**config.mk**
```make
export PLATFORM = sky130hd
export DESIGN_NAME = rr_port_arbiter_flat
export DESIGN_NICKNAME = d
export VERILOG_FILES = /design/src/rtl/rr_port_arbiter_if.sv /design/src/rtl/rr_port_arbiter.sv /design/src/flat_wrapper.sv
export SDC_FILE = /design/constraint.sdc
export NUM_CORES = 1
export LEC_CHECK = 0
export CAP_MARGIN = 20
export CORE_MARGIN = 3
export CORE_UTILIZATION = 30
export DETAILED_ROUTE_END_ITERATION = 10
export PLACE_DENSITY = 0.45
export RECOVER_POWER = 50
export SETUP_SLACK_MARGIN = 0.3
export SYNTH_ARGS = -nofsm -noshare
export SYNTH_HDL_FRONTEND = slang
export SYNTH_SLANG_ARGS = --single-unit
```
**constraint.sdc**
```tcl
create_clock -name clk -period 5.7 [get_ports clk]
set_clock_uncertainty 0.05 [all_clocks]
set_input_delay 0.855 -clock clk [delete_from_list [all_inputs] [get_ports clk]]
set_output_delay 0.855 -clock clk [all_outputs]
set_load 0.02 [all_outputs]
```
**src/rtl/rr_port_arbiter_if.sv**
```systemverilog
// Channel-side and consumer-side signal bundle of the round-robin port arbiter.
// The slave view belongs to the arbiter; the master view belongs to whoever drives it.
interface rr_port_arbiter_if #(
    parameter int PCKG_SZ = 40,
    parameter int N_PORTS = 4
);
    logic [N_PORTS-1:0][PCKG_SZ-1:0] data_in;
    logic [N_PORTS-1:0]              pndng_in;
    logic [N_PORTS-1:0]              pop_out;
    logic [PCKG_SZ-1:0]              data_out;
    logic                            pndng_out;
    logic                            pop_in;
    logic                            full;
    logic [15:0]                     drop_cnt;

    modport slave (
        input  data_in, pndng_in, pop_in,
        output pop_out, data_out, pndng_out, full, drop_cnt
    );

    modport master (
        output data_in, pndng_in, pop_in,
        input  pop_out, data_out, pndng_out, full, drop_cnt
    );
endinterface

```
**src/rtl/rr_port_arbiter.sv**
```systemverilog
// Round-robin arbiter: pops one packet per grant from N_PORTS channels, keeps those
// addressed to ID in a first-word-fall-through FIFO and counts the rest as drops.
module rr_port_arbiter #(
    parameter int PCKG_SZ    = 40,
    parameter int N_PORTS    = 4,
    parameter int FIFO_DEPTH = 8,
    parameter int ID         = 0
) (
    input  logic           clk,
    input  logic           rst,
    rr_port_arbiter_if.slave bus
);
    localparam int PW = $clog2(N_PORTS);
    localparam int AW = $clog2(FIFO_DEPTH);
    localparam int CW = $clog2(FIFO_DEPTH + 1);

    localparam logic [7:0]         ID_L        = 8'(ID);
    localparam logic [PW:0]        NP_L        = (PW + 1)'(N_PORTS);
    localparam logic [PW-1:0]      LAST_PORT_L = PW'(N_PORTS - 1);
    localparam logic [AW-1:0]      LAST_SLOT_L = AW'(FIFO_DEPTH - 1);
    localparam logic [CW-1:0]      DEPTH_L     = CW'(FIFO_DEPTH);
    localparam logic [N_PORTS-1:0] ONE_L       = N_PORTS'(1);

    typedef enum logic [1:0] {
        IDLE  = 2'd0,
        GRANT = 2'd1,
        WRITE = 2'd2
    } state_t;

    state_t               state_r, next_state_s;
    logic [PW-1:0]        gnt_r, gnt_next_s;
    logic [PW-1:0]        rr_ptr_r, rr_next_s;
    logic [PW-1:0]        sel_s;
    logic                 found_s;
    logic [N_PORTS-1:0]   pop_out_r, pop_next_s;
    logic [PCKG_SZ-1:0]   hold_r;
    logic                 hold_load_s;
    logic                 id_match_s;
    logic                 push_s;
    logic                 drop_s;
    logic [15:0]          drop_cnt_r;

    logic [PCKG_SZ-1:0]   mem_r [FIFO_DEPTH];
    logic [AW-1:0]        wr_ptr_r, wr_next_s;
    logic [AW-1:0]        rd_ptr_r, rd_next_s;
    logic [CW-1:0]        count_r, count_next_s;
    logic                 pop_s;
    logic [PCKG_SZ-1:0]   data_out_r, head_next_s;
    logic                 pndng_out_r;
    logic                 full_r;

    function automatic logic [AW-1:0] slot_inc(input logic [AW-1:0] p);
        if (p == LAST_SLOT_L) begin
            return '0;
        end else begin
            return p + 1'b1;
        end
    endfunction

    assign id_match_s = (hold_r[PCKG_SZ-1 -: 8] == ID_L);

    // Cyclic search for the first pending channel starting at rr_ptr.
    always_comb begin
        logic [PW:0] idx_v;
        idx_v   = '0;
        sel_s   = '0;
        found_s = 1'b0;
        for (int i = 0; i < N_PORTS; i++) begin
            idx_v = {1'b0, rr_ptr_r} + (PW + 1)'(i);
            if (idx_v >= NP_L) begin
                idx_v = idx_v - NP_L;
            end else begin
                idx_v = idx_v;
            end
            if (!found_s && bus.pndng_in[idx_v[PW-1:0]]) begin
                found_s = 1'b1;
                sel_s   = idx_v[PW-1:0];
            end else begin
                found_s = found_s;
            end
        end
    end

    // FSM next state; pop_out is computed one cycle early so it is registered during GRANT.
    always_comb begin
        next_state_s = state_r;
        gnt_next_s   = gnt_r;
        rr_next_s    = rr_ptr_r;
        pop_next_s   = '0;
        hold_load_s  = 1'b0;
        push_s       = 1'b0;
        drop_s       = 1'b0;
        case (state_r)
            IDLE: begin
                if (found_s) begin
                    next_state_s = GRANT;
                    gnt_next_s   = sel_s;
                    pop_next_s   = ONE_L << sel_s;
                end else begin
                    next_state_s = IDLE;
                end
            end
            GRANT: begin
                next_state_s = WRITE;
                hold_load_s  = 1'b1;
                if (gnt_r == LAST_PORT_L) begin
                    rr_next_s = '0;
                end else begin
                    rr_next_s = gnt_r + 1'b1;
                end
            end
            WRITE: begin
                if (!id_match_s) begin
                    drop_s       = 1'b1;
                    next_state_s = IDLE;
                end else if (!full_r || bus.pop_in) begin
                    // A consumer pop in the same cycle frees the slot this push needs.
                    push_s       = 1'b1;
                    next_state_s = IDLE;
                end else begin
                    next_state_s = WRITE;
                end
            end
            default: begin
                next_state_s = IDLE;
            end
        endcase
    end

    // FSM, grant, round-robin pointer and holding register.
    always_ff @(posedge clk or posedge rst) begin
        if (rst) begin
            state_r   <= IDLE;
            gnt_r     <= '0;
            rr_ptr_r  <= '0;
            pop_out_r <= '0;
            hold_r    <= '0;
        end else begin
            state_r   <= next_state_s;
            gnt_r     <= gnt_next_s;
            rr_ptr_r  <= rr_next_s;
            pop_out_r <= pop_next_s;
            if (hold_load_s) begin
                hold_r <= bus.data_in[gnt_r];
            end else begin
                hold_r <= hold_r;
            end
        end
    end

    // Saturating count of packets discarded for a foreign destination ID.
    always_ff @(posedge clk or posedge rst) begin
        if (rst) begin
            drop_cnt_r <= 16'h0000;
        end else if (drop_s && (drop_cnt_r != 16'hFFFF)) begin
            drop_cnt_r <= drop_cnt_r + 16'h0001;
        end else begin
            drop_cnt_r <= drop_cnt_r;
        end
    end

    // FIFO pointer/count update and the head value visible after the edge.
    always_comb begin
        pop_s        = 1'b0;
        wr_next_s    = wr_ptr_r;
        rd_next_s    = rd_ptr_r;
        count_next_s = count_r;
        head_next_s  = data_out_r;
        if (bus.pop_in && (count_r != '0)) begin
            pop_s = 1'b1;
        end else begin
            pop_s = 1'b0;
        end
        if (push_s) begin
            wr_next_s = slot_inc(wr_ptr_r);
        end else begin
            wr_next_s = wr_ptr_r;
        end
        if (pop_s) begin
            rd_next_s = slot_inc(rd_ptr_r);
        end else begin
            rd_next_s = rd_ptr_r;
        end
        case ({push_s, pop_s})
            2'b10:   count_next_s = count_r + 1'b1;
            2'b01:   count_next_s = count_r - 1'b1;
            default: count_next_s = count_r;
        endcase
        // The slot being written becomes the head when the FIFO is otherwise drained.
        if (push_s && (wr_ptr_r == rd_next_s)) begin
            head_next_s = hold_r;
        end else begin
            head_next_s = mem_r[rd_next_s];
        end
    end

    // FIFO storage, left unreset since only slots between the pointers are ever read out.
    always_ff @(posedge clk) begin
        if (push_s) begin
            mem_r[wr_ptr_r] <= hold_r;
        end
    end

    // FIFO pointers and registered status/head outputs.
    always_ff @(posedge clk or posedge rst) begin
        if (rst) begin
            wr_ptr_r    <= '0;
            rd_ptr_r    <= '0;
            count_r     <= '0;
            data_out_r  <= '0;
            pndng_out_r <= 1'b0;
            full_r      <= 1'b0;
        end else begin
            wr_ptr_r    <= wr_next_s;
            rd_ptr_r    <= rd_next_s;
            count_r     <= count_next_s;
            data_out_r  <= head_next_s;
            pndng_out_r <= (count_next_s != '0);
            full_r      <= (count_next_s == DEPTH_L);
        end
    end

    assign bus.pop_out   = pop_out_r;
    assign bus.data_out  = data_out_r;
    assign bus.pndng_out = pndng_out_r;
    assign bus.full      = full_r;
    assign bus.drop_cnt  = drop_cnt_r;
endmodule

```
**src/flat_wrapper.sv**
```systemverilog
// flat-port wrapper written by rule: the top's interface ports become plain ports
module rr_port_arbiter_flat 
#(
    parameter int PCKG_SZ    = 40,
    parameter int N_PORTS    = 4,
    parameter int FIFO_DEPTH = 8,
    parameter int ID         = 0
)
  (clk, rst, bus_data_in, bus_pndng_in, bus_pop_in, bus_pop_out, bus_data_out, bus_pndng_out, bus_full, bus_drop_cnt);
  rr_port_arbiter_if #(.PCKG_SZ(PCKG_SZ), .N_PORTS(N_PORTS)) bus_i ();
  input  logic clk;
  input  logic rst;
  input wire logic [$bits(bus_i.data_in)-1:0] bus_data_in;
  input wire logic [$bits(bus_i.pndng_in)-1:0] bus_pndng_in;
  input wire logic [$bits(bus_i.pop_in)-1:0] bus_pop_in;
  output wire logic [$bits(bus_i.pop_out)-1:0] bus_pop_out;
  output wire logic [$bits(bus_i.data_out)-1:0] bus_data_out;
  output wire logic [$bits(bus_i.pndng_out)-1:0] bus_pndng_out;
  output wire logic [$bits(bus_i.full)-1:0] bus_full;
  output wire logic [$bits(bus_i.drop_cnt)-1:0] bus_drop_cnt;
  assign bus_i.data_in = bus_data_in;
  assign bus_i.pndng_in = bus_pndng_in;
  assign bus_i.pop_in = bus_pop_in;
  assign bus_pop_out = bus_i.pop_out;
  assign bus_data_out = bus_i.data_out;
  assign bus_pndng_out = bus_i.pndng_out;
  assign bus_full = bus_i.full;
  assign bus_drop_cnt = bus_i.drop_cnt;
  rr_port_arbiter #(.PCKG_SZ(PCKG_SZ), .N_PORTS(N_PORTS), .FIFO_DEPTH(FIFO_DEPTH), .ID(ID)) u_core (.clk(clk), .rst(rst), .bus(bus_i));
endmodule
```
## Yosys cells after proc, flatten, opt, wreduce, memory -nomap -nowiden

Memory sizes are Yosys's and may differ from the RTL's. A register that Yosys moved wholly into a read port is not among the register bits.
Index checks and enable logic that the tools add are counted.

- $add $sub $neg: 13
- Magnitude comparators: 9
- Equality and inequality tests: 9
- Shift-type cells: 1
- Mux-type cells: 42
- Reductions and logical operators: 15

Operators with widths:

| kind | count |
|---|---|
| 40-bit binary-select mux with 2-bit select | 1 |
| 40-bit 2-to-1 mux | 1 |
| 2-bit 2-to-1 mux | 11 |
| 1-bit 2-to-1 mux | 18 |
| 16-bit by 1-bit adder with 16-bit output, second input constant | 1 |
| 16-bit inequality test, second input constant | 1 |
| 2-bit by 3-bit < comparator with 1-bit output, second input constant | 5 |
| 3-bit >= comparator, second input constant | 3 |
| 3-bit 2-to-1 mux | 3 |
| 1-bit binary-select mux with 2-bit select | 4 |
| 8-bit zero test | 1 |
| 4-bit 2-to-1 mux | 2 |
| 4-bit case mux with 2 select lines | 1 |
| 4-bit nonzero test | 2 |
| 2-bit by 1-bit subtractor with 2-bit output, second input constant | 4 |
| 2-bit by 2-bit adder with 3-bit output, second input constant | 2 |
| 3-bit by 1-bit adder with 3-bit output, second input constant | 2 |
| 2-bit == test, second input constant | 3 |
| 3-bit == test, second input constant | 2 |
| 2-bit case mux with 3 select lines | 1 |
| 1-bit logical AND | 5 |
| 4-bit by 1-bit adder with 4-bit output, second input constant | 1 |
| 2-bit by 1-bit == test with 1-bit output, second input constant | 2 |
| 4-bit == test, second input constant | 1 |
| other kinds (9) | 12 |

- Flip-flop bits (word level): 78
- RAM bits: 320
- Bits of input ports: 167
- Output and inout port bits: 62
- Logic and storage cells: 101
- Memories kept: 1

Memories:

| name | words | bits a word | rd ports | clocked after memory_dff | wr ports | line | RTL |
|---|---|---|---|---|---|---|---|
| u_core.mem_r | 8 | 40 | 1 | 1 | 1 | rr_port_arbiter.sv:43 | `logic [PCKG_SZ-1:0] mem_r [FIFO_DEPTH];` |

## Longest topological paths before layout

Gate-level depths: netlist of the first run.

- Word-level depth: 17
- Gate-level depth with buffers: 15
- Gate-level depth less buffers: 11

## Worst setup path before layout of the first run

Ideal clock, no wire load.

- Path kind: input-to-reg
- From: in bus_pop_in
- To: mem u_core.mem_r[0][0] (enable)
- Library setup time: 0.487 ns
- Data arrival time: 4.341 ns
- Data required time: 5.163 ns
- Slack: 0.822 ns
- Stages: 4
- Buffers on the path: 0
- Path through: nand2b_1 -> nand4b_1 -> or2_2 -> nor3_1

- Longest elaborated chain between the ends: 6

Ends and longest elaborated chain:

| what | line | RTL |
|---|---|---|
| start: declaration | flat_wrapper.sv:15 | `input wire logic [$bits(bus_i.pop_in)-1:0] bus_pop_in;` |
| 1-bit logical OR | rr_port_arbiter.sv:116 | `end else if (!full_r \|\| bus.pop_in) begin` |
| 1-bit 2-to-1 mux | rr_port_arbiter.sv:116 |  |
| 1-bit 2-to-1 mux | rr_port_arbiter.sv:113 | `if (!id_match_s) begin` |
| 1-bit 2-to-1 mux | rr_port_arbiter.sv:93 | `case (state_r)` |
| 1-bit 2-to-1 mux | rr_port_arbiter.sv:199 | `if (push_s) begin` |
| 1-bit 2-to-1 mux (not written as such) | rr_port_arbiter.sv:200 | `mem_r[wr_ptr_r] <= hold_r;` |
| end: declaration | rr_port_arbiter.sv:43 |  |

Every way passes these cells.

==> flow_summary.toml, run 1 <==
[run_status]
status = "complete, but fails checks"
violations = "max-capacitance violations, max-slew violations"

[min_path]
worst_hold_path.num_cells = 1
holdCritStartpoint = "u_core.bus.drop_cnt[6]"
hold_path.class = "reg2reg"

[pwr]
vdd_drop_max_mv = 0.299
power.leakage_uw = 0.00892
cellInternalPower_uw = 7920
power.net_switching_uw = 4950
power_frac_seq_pct = 38.7
comb_power_share_pct = 37.8
switching_share_pct = 38.5
pwr_density_cell_nw_per_um2 = 507
total_power_uw = 12900
clockPowerShare_pct = 23.5

[logic_synthesis]
syn_nets = 1946
synthTopCellsByArea = "sky130_fd_sc_hd__edfxtp_1 47%, sky130_fd_sc_hd__dfrtp_1 14%, sky130_fd_sc_hd__mux4_2 4.4%, sky130_fd_sc_hd__nand2_1 4.4%, sky130_fd_sc_hd__o31a_1 2.7%"
postSynthAreaPerCell_um2 = 11.7
syn_area_um2 = 20700
synth_top_area_cell = "sky130_fd_sc_hd__edfxtp_1"
share_of_flip_flops_with_an_asynchronous_set_or_reset_pct = 26.9
synth_top_flop_cell = "sky130_fd_sc_hd__edfxtp_1"
post_synth_edffs = 320
synth_top_area_share_pct = 46.5
synth.lib_cells_used.distinct = 54
synth.ff_latch_count = 438
yosys_warnings = 0
synth_sequential_area_ratio_pct = 60.8
synth_cells = 1770

[global_route]
groute.usage.overall_pct = 17.5
grt_start_max_net_pins = 101
number_of_antenna_violations_at_the_first_check_in_global_routing = 0
first_global_vias = 15800
grt_remaining_overflow = 0
grt_pass1_wl_mm = 96.6

[sta]
rsz_0062_raised_after_global_routing = "no"
fmax_ghz = 0.250
slew_viols_final = 114
timing_worst_slew_pin_value_ps = 2960
total_neg_setup_slack_ps = 0
crit_path_time_final_ps = 4000
timing.final.setup_violations = 0
final_worst_slack_ps = 1700
max-slew-margin-rel_pct = -97.1
report.final.hold_viol_count = 0
min_period_over_period_pct = 70.2

[cts]
clock_sink_count = 438
cts_resized = 0
cts.repair_timing.setup_buffer_count = 0
clk_root_buffer_cell = "sky130_fd_sc_hd__clkbuf_16"
cts.reportedPaths.clkPinSlew_ps = 60
clock_tree.htree_level_count = 2
worst_skew_pair.late_latency_ps = 600
post_cts_hold_buffer_count = 0
cts_buffers = 50
cts.path.max_buffers = 3
tritoncts = "built"

[routing]
drt_drc_violations_left = 0
post_drt_wl_per_cell_um = 22.5
detail_route.vias_per_cell = 5.42
ant_nets = 0
detail_route.first_pass.iterations = 5
drt_iter0_markers = 1068
sum_of_routed_wire_length_over_all_layers_mm = 63.9
vias = 15400

[placement]
buffer_ports.inserted = 228
hpwl_mm = 35.3
place_congestion = 0.717
detailedPlace.worstSlack_ps = 1500
cell_total_after_placement = 2750

[cells_and_area]
stdcell_count = 2845
fin_nets = 2106
ant_cells = 0
layout_cell_share_with_drive_strength_beyond_1_pct = 8.67
syn2layout_area_growth_pct = 22.7
fin_util_pct = 37.4

[worst_setup_path]
max_stage_delay_ps = 1960
reg2reg_depth = 9
timing.critical_path.from_type = "input port"
crit_path_end_kind = "asynchronous set/reset pin"
crit_chain = "dlygate4sd3_1, inv_6, clkbuf_1"
critical-path-slowest-cell = "sky130_fd_sc_hd__clkbuf_1"
worst-endpoint-arrival_ps = 4070
critPathLaunch = "rst"
startpoint_of_the_most_critical_register_to_register_path = "u_core.rd_ptr_r[0]"
timing.critical_path.required_ps = 5760
worst-path-max-fanout = 84
critPathKind = "in2async"

[floorplanning]
design.portCount = 229
fp.dieH_um = 268
floorplan.die_area_um2 = 72100
die_width_um = 268
initial_core_util_pct = 30.5
core_um2 = 67800
placement_rows = 95

[run]
cap_viol_max_count = 3
## per-layer routing
metal | track usage, % | up-vias | wire (µm)
met5 | 0 | - | 0
met4 | 5.19 | 0 | 1570
met3 | 2.95 | 97 | 3610
met2 | 30.4 | 470 | 31700
met1 | 22.5 | 7760 | 27000
li1 | - | 7085 | -
## worst max-delay path: cells and delay by family
kind | cells | cell delay [ps]
buf+inv | 3 | 3170
## flip-flops by register name (all words and copies together) (netlist names)
name                  cells
u_core.mem_r            320
u_core.bus.data_out      40
u_core.hold_r            40
u_core.bus.drop_cnt      16
u_core.bus.pop_out        4
u_core.count_r            4
u_core.rd_ptr_r           3
u_core.wr_ptr_r           3
u_core.gnt_r              2
u_core.rr_ptr_r           2
u_core.state_r            2
u_core.bus.full           1
u_core.bus.pndng_out      1
## final timing paths
kind,endpoint,slack [ps]
worst max-delay path,u_core.bus.data_out[26],1700
worst min-delay path,u_core.bus.drop_cnt[6],450
worst max register to register,u_core.bus.data_out[2],1800
worst min register to register,u_core.bus.drop_cnt[6],450
max in group clk,u_core.bus.data_out[2],1800
min in group asynchronous,u_core.hold_r[23],900
## per-stage QoR
step           cell area (µm²)  hold WS [ps]
2_1_floorplan            20700           435
3_3_place_gp             23800           440
5_1_grt                  25400           467
4_1_cts                  25300           454
3_5_place_dp             23800           435
6_report                 25400           454
## placed cells by master, fill, tap and decap left out, types with 64 or more instances in the layout
master                            instances
sky130_fd_sc_hd__nor2_1                 105
sky130_fd_sc_hd__nand3_1                 86
sky130_fd_sc_hd__clkdlybuf4s50_1        226
sky130_fd_sc_hd__dfrtp_1                117
sky130_fd_sc_hd__and3_1                  66
sky130_fd_sc_hd__a31oi_1                 64
sky130_fd_sc_hd__nor3_1                  67
sky130_fd_sc_hd__a21oi_1                101
sky130_fd_sc_hd__edfxtp_1               320
sky130_fd_sc_hd__o31a_1                  64
sky130_fd_sc_hd__nand2_1                238
## power by group through the flow
| stage | clock network [µW] | logic [µW] | registers, µW |
|---|---|---|---|
| after detailed placement | 0 | 4860 | 5090 |
| after CTS | 3110 | 4890 | 5030 |
| after floorplan | 0 | 3190 | 4790 |
| after global placement | 0 | 4790 | 5080 |
| after global routing | 3230 | 5390 | 5100 |
| final | 3020 | 4860 | 4980 |
## layout make-up
type | instances | area (µm²)
Fill cell | 6522 | 42400
Sequential cell | 438 | 12600
Multi-Input combinational cell | 1155 | 7480
Timing Repair Buffer | 263 | 2600
Clock buffer | 74 | 1380
Tap cell | 873 | 1090
Clock inverter | 20 | 138
Inverter | 22 | 92.6
## cells in the mapped netlist, drive strengths merged (15+ instances only)
cell    instances
edfxtp        320
nand2         240
dfrtp         118
nor2          112
a21oi         101
clkbuf         94
nand3          86
nor3           69
and3           66
a31oi          64
o31a           64
buf            61
nand4          41
mux4           40
o21ai          35
o211ai         34
or3            33
a32oi          32
o311ai         32
mux2i          27
inv            21
xnor2          15
## cells by family after synthesis
family                     Yosys count  synth area share (%)
muxes                               72                  6.00
AOI/OAI and AO/OA                  387                  13.2
and+or+nand+nor                    666                  15.0
xor gates and xnor gates            21                 0.890
buffers and inverters              177                  3.57
adders and majority gates            9                 0.545
DFF                                438                  60.8
Power figures use the tool's default switching activity.
==> inputs of run 2 (changes only) <==
==> constraint.sdc (replaced) <==
create_clock -name clk -period 3.9 [get_ports clk]
set_clock_uncertainty 0.05 [all_clocks]
set_input_delay 0.585 -clock clk [delete_from_list [all_inputs] [get_ports clk]]
set_output_delay 0.585 -clock clk [all_outputs]
set_load 0.02 [all_outputs]
==> run 2 against run 1 <==
Effect of this change:
- the flow still finishes with violations (max-capacitance violations, max-slew violations)
- critical endpoint is now u_core.bus.full
- design area increased by 1.3%
- routed wire length decreased by 0.58%
- clock-buffer cell count decreased by 15
- critical path type is now reg2reg
- via count decreased by 0.11%
- global-route usage decreased by 0.17 points
- combinational power increased by 52%
- final cell count increased by 0.84%
- sequential share of layout area decreased by 0.63 points
==> flow_summary.toml, run 2 (synthesis gave the netlist of run 1 again) <==
[sta]
total_neg_setup_slack_ps = 0
fmax_ghz = 0.320
min_period_over_period_pct = 80.1
max-slew-margin-rel_pct = -30.2
timing_worst_slew_pin_value_ps = 1940
timing.final.setup_violations = 0
rsz_0062_raised_after_global_routing = "no"
report.final.hold_viol_count = 0
crit_path_time_final_ps = 3120
slew_viols_final = 59

[pwr]
vdd_drop_max_mv = 0.599
total_power_uw = 19200
pwr_density_cell_nw_per_um2 = 749
power.leakage_uw = 0.00909

[worst_setup_path]
critical_path.n_buffers_inverters = 1
crit_top_cell = "sky130_fd_sc_hd__xor2_1"
timing.critical_path.required_ps = 4360
crit_path_end_kind = "flop"
worst-path-max-fanout = 10
timing.critical_path.from_type = "flop"
critical-path-slowest-cell = "sky130_fd_sc_hd__dfrtp_1"
crit_family = "simple AND/OR/NAND/NOR gates"
worst-endpoint-arrival_ps = 3580
max_stage_delay_ps = 490
crit_chain = "nor4_1, clkbuf_1, nand4b_1, ha_1, xor2_1, ha_1, a21oi_1, xor2_1, nor2_1, xor2_1, nor3_1, nor2b_1"
critPathKind = "reg2reg"

[cts]
cts_buffers = 49
cts.reportedPaths.clkPinSlew_ps = 60
cts_resized = 0
clk_root_buffer_cell = "sky130_fd_sc_hd__clkbuf_16"
tritoncts = "built"
worst_skew_pair.late_latency_ps = 600
clock_tree.htree_level_count = 2
clock_sink_count = 438
post_cts_hold_buffer_count = 0
cts.path.max_buffers = 3
cts.repair_timing.setup_buffer_count = 3

[routing]
drt_iter0_markers = 858
drt_drc_violations_left = 0
sum_of_routed_wire_length_over_all_layers_mm = 63.5
post_drt_wl_per_cell_um = 22.1
vias = 15400
detail_route.vias_per_cell = 5.37
detail_route.first_pass.iterations = 7
ant_nets = 0

[floorplanning]
core_um2 = 67800
design.portCount = 229
placement_rows = 95
fp.dieH_um = 268
initial_core_util_pct = 30.5
die_width_um = 268
floorplan.die_area_um2 = 72100

[placement]
buffer_ports.inserted = 228
placement.cell_area_um2 = 24100
cell_total_after_placement = 2774
hpwl_mm = 36.7
place_congestion = 0.729

[cells_and_area]
layout_cell_share_with_drive_strength_beyond_1_pct = 10.1
top_register_by_number_of_flip_flops = "u_core.mem_r"
most_common_cell_after_layout_fill_and_taps_aside = "sky130_fd_sc_hd__edfxtp_1"
multi_input_comb_area_um2 = 7490
stdcell_count = 2869
largest_register_ffs = 320
final-seq-area_um2 = 12600
postLayoutCellArea_um2 = 25700
syn2layout_area_growth_pct = 24.3
final.fill_count = 6423
leading_cell_types_in_the_layout_fill_and_taps_excluded = "320 x sky130_fd_sc_hd__edfxtp_1, 238 x sky130_fd_sc_hd__nand2_1, 226 x sky130_fd_sc_hd__clkdlybuf4s50_1"
fin_nets = 2131
ant_cells = 0
fin_util_pct = 37.9

[run]
cap_viol_max_count = 2

[global_route]
grt_pass1_wl_mm = 95.7
groute.usage.overall_pct = 17.3
grt_util_met2_pct = 29.6
global_route.usage.met3_pct = 2.70
number_of_antenna_violations_at_the_first_check_in_global_routing = 0
top_usage_layer = "met2"
grt.met1_usage_pct = 22.9
first_global_vias = 15800
grt_remaining_overflow = 0
grt_start_max_net_pins = 259

[run_status]
violations = "max-capacitance violations, max-slew violations"
status = "complete, but fails checks"

[min_path]
hold_path.class = "reg2reg"
run 2: per-layer routing:
metal  vias up  wire (µm)
met4         0       1540
li1       7148          -
met1      7765      28300
met5         -          0
met3        99       2720
met2       383      31000
run 2: worst paths after layout:
path / startpoint / to / slack (ps) / cells past startpoint
setup reg to reg: u_core.hold_r[36] / u_core.bus.full / 780 / 12
hold / removal: u_core.bus.drop_cnt[6] / u_core.bus.drop_cnt[6] / 440 / 1
hold reg to reg: u_core.bus.drop_cnt[6] / u_core.bus.drop_cnt[6] / 440 / 1
max in group asynchronous: rst / u_core.hold_r[9] / 1130 / 3
min in group asynchronous: rst / u_core.state_r[1] / 900 / 2
setup / recovery: u_core.hold_r[36] / u_core.bus.full / 780 / 12
run 2: stage by stage:
step                worst slack [ps]  hold slack (ps)
finish                           776              444
detailed placement               293              441
floorplan                        161              435
global route                     477              477
global placement                 353              437
CTS                              751              453
run 2: where the power goes:
group          total, µW  switching, µW  internal (µW)
combinational       7380           4310           3060
clock               4670           1920           2750
sequential          7180           1090           6090
total              19200           7330          11900
run 2: area by class of cell:
class | instances | area share (%)
inverters | 22 | 0.346
repair buffers | 289 | 11.0
flip-flops and latches | 438 | 48.9
multi-input cells | 1155 | 29.2
clock buffers | 59 | 5.00
clock inverters | 33 | 1.31
well taps | 873 | 4.25
==> RTL change 1, RTL diff (settings of run 1) <==
`N_PORTS` is set to 4 in 3 places; all go to 2.
--- a/src/rtl/rr_port_arbiter_if.sv
+++ b/src/rtl/rr_port_arbiter_if.sv
@@ -2,7 +2,7 @@
 // The slave view belongs to the arbiter; the master view belongs to whoever drives it.
 interface rr_port_arbiter_if #(
     parameter int PCKG_SZ = 40,
-    parameter int N_PORTS = 4
+    parameter int N_PORTS = 2
 );
     logic [N_PORTS-1:0][PCKG_SZ-1:0] data_in;
     logic [N_PORTS-1:0]              pndng_in;
--- a/src/rtl/rr_port_arbiter.sv
+++ b/src/rtl/rr_port_arbiter.sv
@@ -2,7 +2,7 @@
 // addressed to ID in a first-word-fall-through FIFO and counts the rest as drops.
 module rr_port_arbiter #(
     parameter int PCKG_SZ    = 40,
-    parameter int N_PORTS    = 4,
+    parameter int N_PORTS    = 2,
     parameter int FIFO_DEPTH = 8,
     parameter int ID         = 0
 ) (
--- a/src/flat_wrapper.sv
+++ b/src/flat_wrapper.sv
@@ -2,7 +2,7 @@
 module rr_port_arbiter_flat 
 #(
     parameter int PCKG_SZ    = 40,
-    parameter int N_PORTS    = 4,
+    parameter int N_PORTS    = 2,
     parameter int FIFO_DEPTH = 8,
     parameter int ID         = 0
 )
Ports: changed (resized bus_data_in, bus_pndng_in and bus_pop_out); port bits go from 229 to 145. No check against the original RTL was run, so the function may have changed too.
==> RTL change 1 against run 1 <==
- the run still ends with max-capacitance violations, max-slew violations left
- clock power increased by 7.6%
- area after synthesis decreased by 5.6%
- global-route usage decreased by 1.5 points
- synthesized cell count decreased by 6.8%
- sequential cell count decreased by 4
- design area decreased by 7.5%
- power decreased by 5.6%
- setup slack got worse by 0.069 ns
- wire length decreased by 13%
- largest power group unchanged
==> RTL change 1: results (changes against run 1) <==
For the met3 usage in global routing, the log shows 0.0230 (was 0.0295). For the via count of the first global-routing pass, the log shows 13974 (was 15846). The via count normalized by instance count is 5.33 (was 5.42), and the final HPWL from detailed placement is 31200 um (was 35300 um). The share of post-route cells with drive strength above 1 works out to 0.0811 (was 0.0867).

The pre-CTS setup slack came out at 1.20 ns (was 1.50 ns). For the arrival time of the worst setup path, the log shows 4.47 ns (was 4.07 ns). Startpoint of the worst-slack reg-to-reg timing path: u_core.count_r[1]$_DFF_PP0_ (was u_core.rd_ptr_r[0]$_DFF_PP0_). The run gives 886 (was 1068) as the starting DRC count in detailed routing. The run finished, with violations left. Leading post-synthesis cells by instance count: sky130_fd_sc_hd__edfxtp_1 (320), sky130_fd_sc_hd__nor2_1 (302), sky130_fd_sc_hd__and3_1 (137) (was sky130_fd_sc_hd__edfxtp_1 (320), sky130_fd_sc_hd__nand2_1 (240), sky130_fd_sc_hd__dfrtp_1 (118)). The count of buffers inserted at the top-level ports is 144 (was 228), and the overall power of the completed layout is 12100 uW (was 12900 uW). The maximum number of pins on one net before global-route repair is 125 (was 101), and the final number of max-transition violations is 148 (was 114). Mean instance size in the synthesized netlist: 11.8 um^2 (was 11.7 um^2). Cell types with the largest area share after synthesis: sky130_fd_sc_hd__edfxtp_1 (49%), sky130_fd_sc_hd__dfrtp_1 (15%), sky130_fd_sc_hd__nor2_1 (5.8%) (was sky130_fd_sc_hd__edfxtp_1 (47%), sky130_fd_sc_hd__dfrtp_1 (14%), sky130_fd_sc_hd__mux4_2 (4.4%)). The maximum ir drop on the vdd rail is 0.358 mV (was 0.299 mV).

For the final weighted congestion in routability-driven placement, the log shows 0.723 (was 0.717). The run gives 1.63 ns (was 1.80 ns) as the register-to-register setup slack. The cell at the slowest stage of the critical path is sky130_fd_sc_hd__buf_4 (was sky130_fd_sc_hd__clkbuf_1).

For the placed instance area, the log shows 21800 um^2 (was 23800 um^2). The startpoint kind of the worst setup timing path is a register (was an input pin). The transition time of the tightest slew-check pin works out to 3.01 ns (was 2.96 ns). The endpoint class of the critical path was a register (was an async pin). The post-placement cell count came out at 2531 (was 2750). The max-cap violation count is 3 (unchanged), and the first-pass GRT wire length is 84700 um (was 96600 um).

The average wire length per cell after detail routing was 21.3 um (was 22.5 um). Violations in the final reports: max-capacitance violations, max-slew violations (unchanged). The run gives 0.639 (was 0.608) as the sequential cell area fraction in the yosys report. The post-synth net total is 1743 (was 1946).
-- RTL change 1: cell types whose count changed in the layout (fill, tap and decap cells not counted), moves of 71 or more --
| cell | change |
|---|---|
| sky130_fd_sc_hd__nor2_1 | +190 |
| sky130_fd_sc_hd__nand2_1 | -157 |
| sky130_fd_sc_hd__o311ai_0 | +94 |
| sky130_fd_sc_hd__clkdlybuf4s50_1 | -84 |
| sky130_fd_sc_hd__nand3_1 | -76 |
| sky130_fd_sc_hd__and3_1 | +71 |
-- RTL change 1: routing by layer --
layer	wire [um]	up-vias
li1	-	6480
met3	2490	88
met1	25700	7043
met5	0	-
met4	1260	0
met2	26300	359
-- RTL change 1: cell type report --
cell class / instances / area (um^2) / area share
tap: 846 / 1060 / 0.0452
inverter: 12 / 52.6 / 0.00224
sequential: 434 / 12500 / 0.532
clock buffer: 63 / 1360 / 0.0580
clock inverter: 27 / 299 / 0.0128
multi-input combinational: 1059 / 6430 / 0.274
timing repair buffer: 180 / 1770 / 0.0757
-- RTL change 1: worst min-delay path by stage --
stage | slack [ns] | cells past startpoint | from | to
floorplan | 0.39 | 2 | u_core.rr_ptr_r$_DFFE_PP0P_ | u_core.rr_ptr_r$_DFFE_PP0P_
global placement | 0.42 | 2 | u_core.rr_ptr_r$_DFFE_PP0P_ | u_core.rr_ptr_r$_DFFE_PP0P_
detailed placement | 0.43 | 1 | u_core.bus.drop_cnt[7]$_DFFE_PP0P_ | u_core.bus.drop_cnt[7]$_DFFE_PP0P_
CTS | 0.45 | 1 | u_core.bus.drop_cnt[7]$_DFFE_PP0P_ | u_core.bus.drop_cnt[7]$_DFFE_PP0P_
global route | 0.47 | 1 | u_core.bus.drop_cnt[7]$_DFFE_PP0P_ | u_core.bus.drop_cnt[7]$_DFFE_PP0P_
finish | 0.45 | 1 | u_core.bus.drop_cnt[9]$_DFFE_PP0P_ | u_core.bus.drop_cnt[9]$_DFFE_PP0P_
-- RTL change 1: report_power, final --
part           switching [uW]  leakage (uW)  internal [uW]
registers                 730       0.00427           4130
logic                    2500       0.00344           1540
clock network            1290      0.000817           1950
-- RTL change 1: cell families (layout without fill, tap and decap cells) --
kind of cell    after synthesis  count (layout)  share of synthesized area
buf+inv                     157             282                     0.0367
mux                          63              63                     0.0333
simple gates                603             603                      0.145
flops                       434             434                      0.639
xor+xnor                     19              19                    0.00891
fa+ha+maj                     8               8                    0.00513
compound gates              366             366                      0.133
==> RTL change 2, RTL diff (settings of run 1) <==
Without the edit above. The 3 states of `state_t` get a one-hot encoding in 3 bits.
--- a/src/rtl/rr_port_arbiter.sv
+++ b/src/rtl/rr_port_arbiter.sv
@@ -21,10 +21,10 @@
     localparam logic [CW-1:0]      DEPTH_L     = CW'(FIFO_DEPTH);
     localparam logic [N_PORTS-1:0] ONE_L       = N_PORTS'(1);
 
-    typedef enum logic [1:0] {
-        IDLE  = 2'd0,
-        GRANT = 2'd1,
-        WRITE = 2'd2
+    typedef enum logic [2:0] {
+        IDLE  = 3'b001,
+        GRANT = 3'b010,
+        WRITE = 3'b100
     } state_t;
 
     state_t               state_r, next_state_s;
Behaviour: no difference found for any inputs over 4 cycles, from zero or initial values and one cycle with rst high; so few cycles prove little.
==> RTL change 2 against run 1 <==
- the run still ends with max-capacitance violations, max-slew violations left
- design area grew 4.3%
- area after synthesis grew 3.8%
- wire length grew 7.7%
- first-iteration DRC count grew 25%
- power grew 7.6%
- synthesized cell count grew 6.5%
- setup slack lost 0.75 ns
- sequential power is essentially flat
- clock power grew 13%
- sequential cell count grew 1
- global-route usage grew 0.56 points
- via count grew 7.1%
- critical endpoint is now u_core.bus.data_out[17]$_DFF_PP0_
- largest power group is now combinational cells
==> RTL change 2: results (changes against run 1) <==
The run finished, with violations left. Violations in the final reports: max-capacitance violations, max-slew violations (unchanged). Average wire length per cell after detail routing: 22.8 um (was 22.5 um). The worst relative slew slack was -0.235 (was -0.971); the final number of max-transition violations was 58 (was 114). The highest layer used for signal routing is met5 (was met4).

The tools report the max-cap violation count as 2 (was 3). The largest stage delay on the critical path is 1.37 ns (was 1.96 ns), and the register-to-register setup slack is 0.95 ns (was 1.80 ns). The tools report the capturing instance or port of the critical path as u_core.bus.data_out[17]$_DFF_PP0_ (was u_core.bus.data_out[26]$_DFF_PP0_). The arrival time of the worst setup path is 5.14 ns (was 4.07 ns). The maximum number of pins on one net before global-route repair is 225 (was 101), and the via count of the first global-routing pass is 16732 (was 15846).

The total global-route track usage is 0.181 (was 0.175). The post-synthesis instance total is 1885 (was 1770), and the peak fanout along the critical path is 32 (was 84). The number of distinct library cell variants in the gate-level netlist after synthesis is 56 (was 54), and the static leakage power is 0.00937 uW (was 0.00892 uW).

The worst hold-check slack came out at 0.462 ns (was 0.454 ns). The met1 demand-to-capacity share in global routing was 0.242 (was 0.225). The sum of routed wire segments on met1 is 30100 um (was 27000 um), and the initial antenna violation count is 1 (was 0). The tools report the met2 wire length as 33500 um (was 31700 um). The endpoint of the worst hold path was u_core.bus.drop_cnt[7]$_DFFE_PP0P_ (was u_core.bus.drop_cnt[6]$_DFFE_PP0P_).

The final HPWL from detailed placement is 38500 um (was 35300 um). Leading post-synthesis cells by instance count: sky130_fd_sc_hd__edfxtp_1 (320), sky130_fd_sc_hd__nand2_1 (277), sky130_fd_sc_hd__nand3_1 (215) (was sky130_fd_sc_hd__edfxtp_1 (320), sky130_fd_sc_hd__nand2_1 (240), sky130_fd_sc_hd__dfrtp_1 (118)). The startpoint of the tightest hold check path is u_core.bus.drop_cnt[7]$_DFFE_PP0P_ (was u_core.bus.drop_cnt[6]$_DFFE_PP0P_). The tools report the routing usage on met2 as 0.304 (about the same). The run gives 210 MHz (was 250 MHz) as the maximum operating frequency. The run gives 0.416 mV (was 0.299 mV) as the maximum ir drop on the vdd rail. The pre-CTS setup slack is 1.20 ns (was 1.50 ns). For the post-placement cell count, the log shows 2919 (was 2750).

The overall via count from detail_route came out at 16499 (was 15412). For the final weighted congestion in routability-driven placement, the log shows 0.735 (was 0.717). The final routed wirelength across all metal layers was 68800 um (was 63900 um); the fraction of registers with async set/reset was 0.271 (was 0.269). The count of buffers inserted at the top-level ports is 228 (unchanged). The tools report the first-pass GRT wire length as 104000 um (was 96600 um). The timing startpoint of the critical path is u_core.count_r[0]$_DFF_PP0_ (was rst). Starting DRC count in detailed routing: 1340 (was 1068).
-- RTL change 2: cell type report --
type,instances,area (um^2)
Fill cell,6922,44000
Sequential cell,439,12600
Multi-Input combinational cell,1253,8200
Timing Repair Buffer,266,2620
Clock buffer,77,1500
Tap cell,940,1180
Clock inverter,21,260
Inverter,21,90.1
-- RTL change 2: logic make-up after synthesis --
kind of cell               count (synthesis)  synth area share
xor gates and xnor gates                  21           0.00858
adders and majority gates                  9           0.00525
buffers and inverters                    193            0.0366
DFF                                      439             0.587
and+or+nand+nor                          702             0.156
AOI/OAI and AO/OA                        407             0.127
muxes                                    114            0.0798
-- RTL change 2: where the power goes --
| group | switching [uW] | internal, uW |
|---|---|---|
| Combinational | 3280 | 2160 |
| Clock | 1360 | 2050 |
| Sequential | 817 | 4170 |
| Total | 5460 | 8380 |
-- RTL change 2: stage by stage --
step | power (uW) | area (um^2)
floorplan | 8240 | 21400
CTS | 14000 | 26500
global route | 14600 | 26400
finish | 13800 | 26400
detailed placement | 10600 | 24700
global placement | 10500 | 24700
